File: src/rtl/param_updown_counter.sv
// rtl/param_updown_counter.sv - up/down counter with prescaler, load, programmable terminal value, wrap/saturate
// Boundary steps raise a one-cycle tc strobe and set the sticky ovf flag.
module param_updown_counter #(
  parameter int unsigned      WIDTH    = 32,
  parameter logic [WIDTH-1:0] MAX_VAL  = {WIDTH{1'b1}},
  parameter int unsigned      PRESCALE = 1
) (
  input  logic             clk,
  input  logic             rst,
  input  logic             clr,
  input  logic             en,
  input  logic             load,
  input  logic [WIDTH-1:0] load_val,
  input  logic             dir,
  input  logic             sat,
  output logic [WIDTH-1:0] count,
  output logic             tc,
  output logic             ovf,
  output logic             zero
);

  localparam int unsigned     PW       = (PRESCALE > 1) ? $clog2(PRESCALE) : 1;
  localparam logic [PW-1:0]   PRE_LAST = PW'(PRESCALE - 1);

  logic [WIDTH-1:0] count_q, count_d;
  logic [PW-1:0]    pre_q, pre_d;
  logic             tc_q, tc_d;
  logic             ovf_q, ovf_d;
  logic             tick;

  assign tick = en && (pre_q == PRE_LAST);

  // tc defaults low so it only survives for the cycle after a boundary step.
  always_comb begin
    count_d = count_q;
    pre_d   = pre_q;
    tc_d    = 1'b0;
    ovf_d   = ovf_q;
    if (clr) begin
      count_d = '0;
      pre_d   = '0;
      ovf_d   = 1'b0;
    end else if (load) begin
      count_d = (load_val > MAX_VAL) ? MAX_VAL : load_val;
      pre_d   = '0;
    end else if (en) begin
      pre_d = tick ? '0 : pre_q + 1'b1;
      if (tick) begin
        if (dir) begin
          if (count_q == MAX_VAL) begin
            tc_d    = 1'b1;
            ovf_d   = 1'b1;
            count_d = sat ? MAX_VAL : '0;
          end else begin
            count_d = count_q + 1'b1;
          end
        end else begin
          if (count_q == '0) begin
            tc_d    = 1'b1;
            ovf_d   = 1'b1;
            count_d = sat ? '0 : MAX_VAL;
          end else begin
            count_d = count_q - 1'b1;
          end
        end
      end
    end
  end

  always_ff @(posedge clk or posedge rst) begin
    if (rst) begin
      count_q <= '0;
      pre_q   <= '0;
      tc_q    <= 1'b0;
      ovf_q   <= 1'b0;
    end else begin
      count_q <= count_d;
      pre_q   <= pre_d;
      tc_q    <= tc_d;
      ovf_q   <= ovf_d;
    end
  end

  assign count = count_q;
  assign tc    = tc_q;
  assign ovf   = ovf_q;
  assign zero  = (count_q == '0);

endmodule
File: config.mk
export PLATFORM = sky130hd
export DESIGN_NAME = param_updown_counter
export DESIGN_NICKNAME = d
export VERILOG_FILES = /design/src/rtl/param_updown_counter.sv
export SDC_FILE = /design/constraint.sdc
export NUM_CORES = 1
export LEC_CHECK = 0
export ABC_AREA = 1
export CAP_MARGIN = 20
export CORE_AREA = 2 2 92 94
export DETAILED_ROUTE_END_ITERATION = 8
export DIE_AREA = 0 0 94 96
export HOLD_SLACK_MARGIN = 0.1
export PLACE_DENSITY_LB_ADDON = 0.08
export SETUP_SLACK_MARGIN = 0.15
export SLEW_MARGIN = 20
export SYNTH_ARGS = -nofsm -noshare
export SYNTH_HDL_FRONTEND = slang
export SYNTH_SLANG_ARGS = --single-unit
File: constraint.sdc
create_clock -name clk -period 1.87 [get_ports clk]
set_input_delay 0.561 -clock clk [delete_from_list [all_inputs] [get_ports clk]]
set_output_delay 0.561 -clock clk [all_outputs]
set_load 0.02 [all_outputs]
==> flow_results.org <==
** Finish
- 0 antenna diodes ended up in the layout.
- Number of standard cells in the final layout excluding fillers :: 1073
- Cells with a size suffix above 1 make up 31.1% of the layout.
- Fin area :: 6400 µm²
- Layout Nets :: 1009
- Area Growth Syn to Fin :: 47.6%

** Die
- Die Area :: 9020 µm²
- I/O pin cnt :: 74
- Starting utilization of the core area :: 53.9%
- Width of the die :: 94 µm
- In this run the vertical extent of the chip is 96 µm.
- Count of standard-cell rows :: 33
- Placeable core area :: 8050 µm²

** Synth
- Synth warn :: 0
- Portion of the post-synthesis area used by sequential elements :: 20.2%
- Counting every net in the synthesized netlist gives 832.
- Top cells by instance count after synthesis :: nand2_1, nor2_1, nand3_1
- In the post-synthesis netlist, the cell with the most instances is nand2_1.
- Counting flops with an async set or reset pin after synthesis yields a share of 100%.
- nand2_1 takes more of the synthesized area than any other cell.
- Register bit count reported by yosys :: 35
- Synthesized area :: 4340 µm²
- Post-synth cell types :: 30
- Synthesized area per cell :: 5.49 µm²
- Top cell type's share of synthesized area :: 26.7%
- By area the synthesized netlist is led by nand2_1, dfrtp_1, nor2_1, nand3_1, inv_1.
- Synthesis produced 790 cells.
- The most used flip-flop cell after synthesis is dfrtp_1.
- In this run, synthesis inferred 0 flip-flops with an integrated enable.

** STA
- Setup TNS after final layout :: -4.48 ns
- Fin crit period :: 2.05 ns
- In the post-route analysis, the smallest setup slack over all paths is -0.184 ns.
- The hold violation total from the final report was 0.
- Setup repair after global routing could not meet its margin everywhere.
- Across all hold checks on the routed design, the worst slack comes to 0.527 ns.
- Fraction of the cycle the final worst path needs :: 110%
- Across the routed clock network, the largest skew measured is 0.00829 ns.
- Transition at the pin with the smallest max-transition slack :: 0.382 ns
- Setup violations remaining at the end of the flow were counted as 35.
- Max transition margin :: 74.5%
- The max-slew violation count is 0.
- Top achievable clock speed :: 0.487 GHz

** Global route
- The number of antenna violations at the first check in global routing came to 0.
- The first global-routing pass estimated 26400 µm of wire.
- Entering global routing, the biggest net connects 36 pins.
- For met3 alone, demand over resource in global routing was 6.03%.
- Congestion Overflow GR :: 0
- Most used routing layer in global routing :: met2
- The via count of the first global-routing pass was 5507.
- For met2 alone, demand over resource in global routing was 66.7%.
- In the global route stage, overall resource usage came out at 37.5%.
- Routing usage on met1 :: 46.6%

** Clocking
- CTS saw 35 sinks.
- TritonCTS created 5 clock buffers.
- The H-tree generated during clock tree synthesis spans 2 levels.
- TritonCTS clock tree :: built
- The later pin in the worst-skew pair is clocked with a latency of 0.29 ns.
- For this design, the CTS-stage hold fixing added 0 buffers.
- Counting along the longest clock path gives a buffer depth of 2.
- Clock-pin slew was measured on the worst setup and hold paths at 0.08 ns.
- The cell sitting at the root of the clock tree is a clkbuf_8.

** Critical path
- Tracing the worst setup path back leads to its startpoint at count[0].
- For flop-to-flop paths, the worst setup slack is -0.18 ns.
- The most numerous cell type found on the critical path is nand2_1.
- Cell with the largest stage delay on the worst path :: dfrtp_2
- End point of the critical path :: count[21]
- The cell family contributing the most delay on the critical path is simple AND/OR/NAND/NOR gates.
- Startpoint types :: flop
- Cell count along the critical path :: 13
- Cells along the critical path :: buf_4, ha_4, nand2_4, nor2_4, nand2_4, nor2_4, a21oi_4, clkbuf_16, nand2_1, nand3_2, nand2_1, nand2_1, nand2_2
- Together, buffers and inverters on the worst path number 2.
- Capture instance of the worst register-to-register path :: count[21]
- STA puts the critical path data required time at 2.04 ns.
- Start-to-end type of the worst setup path :: flop to flop
- Maximum cell stage delay along the critical path :: 0.41 ns
- The number of cells on the worst reg-to-reg path is 13.
- The startpoint identified for the worst register-to-register timing path is count[0].
- In this run the worst path has a maximum fanout of 7.
- STA puts the critical path data arrival time at 2.23 ns.
- Kind of end point of the critical path :: flop

** Power and ir drop
- The analysis attributes to net switching a power of 1.38 mW.
- The share of total power dissipated in the clock network is 19.7%.
- Combinational logic burns 53.1% of the power.
- In this run, flip-flops and latches consume 27.2% of the power.
- IR analysis of the VDD net gives a maximum drop of 0.343 mV.
- Dividing total power by cell area gives a power density of 510 nW/µm².
- Internal Power :: 1.89 mW
- In this run the static leakage power is 3.20 nW.
- Net switching is 42.2% of the power.

** Place
- Placed Instances :: 1054
- Minimum setup slack after placement :: -0.479 ns
- RD Place Congestion :: 0.984
- Number of buffer cells added on primary ports :: 73
- HPWL after detailed placement :: 12700 µm
- The placed instances occupy a cell area of 6000 µm².

** Detailed routing
- Detailed-route vias per instance :: 5.43
- After detailed routing, the total wire length is 17400 µm.
- Residual antenna-violating net count after detailed routing :: 0
- Detailed routing inserted a total of 5831 vias.
- The detailed router finished its first iteration with 529 violations.
- After detailed routing, the average wire length per cell comes to 16.2 µm.
- Before antenna repair, the detailed router went through 7 iterations.
- After detailed routing, the number of remaining DRC violations is 0.

** Run status
- Result of the run :: complete, but fails checks
- The checks that failed: negative setup slack.

** Job
- Max-capacitance violation count :: 0

** Worst hold path
- The path class of the tightest hold or removal check is flop to flop.
power by group through the flow:
| stage | logic, mW | clock network [mW] | registers [mW] |
|---|---|---|---|
| final | 1.74 | 0.643 | 0.887 |
| after global routing | 1.87 | 0.675 | 0.893 |
| after CTS | 1.61 | 0.646 | 0.877 |
| after detailed placement | 1.60 | 0 | 0.891 |
| after global placement | 1.56 | 0 | 0.885 |
| after floorplan | 0.771 | 0 | 1.00 |
stage by stage:
step / power (mW) / util, %
floorplan: 1.77 / -
global placement: 2.45 / 74.6
finish: 3.27 / 79.5
CTS: 3.13 / 77.2
detailed placement: 2.49 / 74.6
global route: 3.44 / 79.5
how the worst min path moves through the flow:
| stage | from | end | slack, ns | cells past startpoint |
|---|---|---|---|---|
| after floorplan | pre_q | pre_q | 0.48 | 2 |
| after detailed placement | pre_q | pre_q | 0.51 | 2 |
| final | pre_q | pre_q | 0.53 | 2 |
| after global placement | pre_q | pre_q | 0.49 | 2 |
| after CTS | pre_q | pre_q | 0.52 | 2 |
| after global routing | pre_q | pre_q | 0.56 | 2 |
worst min-delay path, cell delays in order, from the launching register on:
cell     delay (ns)
dfrtp_1        0.37
inv_1          0.07
nor3_1         0.05
final cells by class:
type                       count  area (µm²)
multi-input combinational    654        3270
timing repair buffer         205        1760
fill                         613        1650
sequential                    35         891
inverter                      66         250
tap                          105         131
clock buffer                   8         100
cell families after synthesis:
family	Yosys count	synth area share (%)
adder cells (fa/ha/maj)	3	0.865
AO/OA/AOI/OAI	25	3.61
XOR/XNOR	17	3.43
buffers and inverters	101	11.7
AND/OR/NAND/NOR	609	60.2
flip-flops	35	20.2
placed cells by master (no fill, tap or decap), types with 8 or more instances in the layout:
| master | count |
|---|---|
| nand2_2 | 23 |
| nor2_1 | 146 |
| nand3_2 | 19 |
| clkbuf_2 | 15 |
| nor2_4 | 21 |
| nand2_1 | 288 |
| buf_2 | 12 |
| buf_4 | 114 |
| xor2_1 | 15 |
| clkdlybuf4s50_1 | 38 |
| nor2_2 | 25 |
| dfrtp_2 | 12 |
| inv_1 | 57 |
| nand3_1 | 66 |
| dfrtp_1 | 23 |
| inv_2 | 8 |
| buf_6 | 9 |
per-layer routing:
layer | wire [µm] | part of all wire [%]
met3 | 1570 | 9.0
met1 | 6880 | 40
met2 | 8230 | 47
met4 | 713 | 4.1
met5 | 0 | 0
repair_timing:
action,4_1_cts,5_1_grt
gates cloned,0,4
setup buffers,2,5
pin swaps,8,12
resized for setup,111,87
setup endpoints to repair,69,64
registers in the layout, indices dropped and copies added, names as in the netlist:
| signal | count |
|---|---|
| count | 32 |
| tc | 1 |
| ovf | 1 |
| pre_q | 1 |
Power figures use the tool's default switching activity.
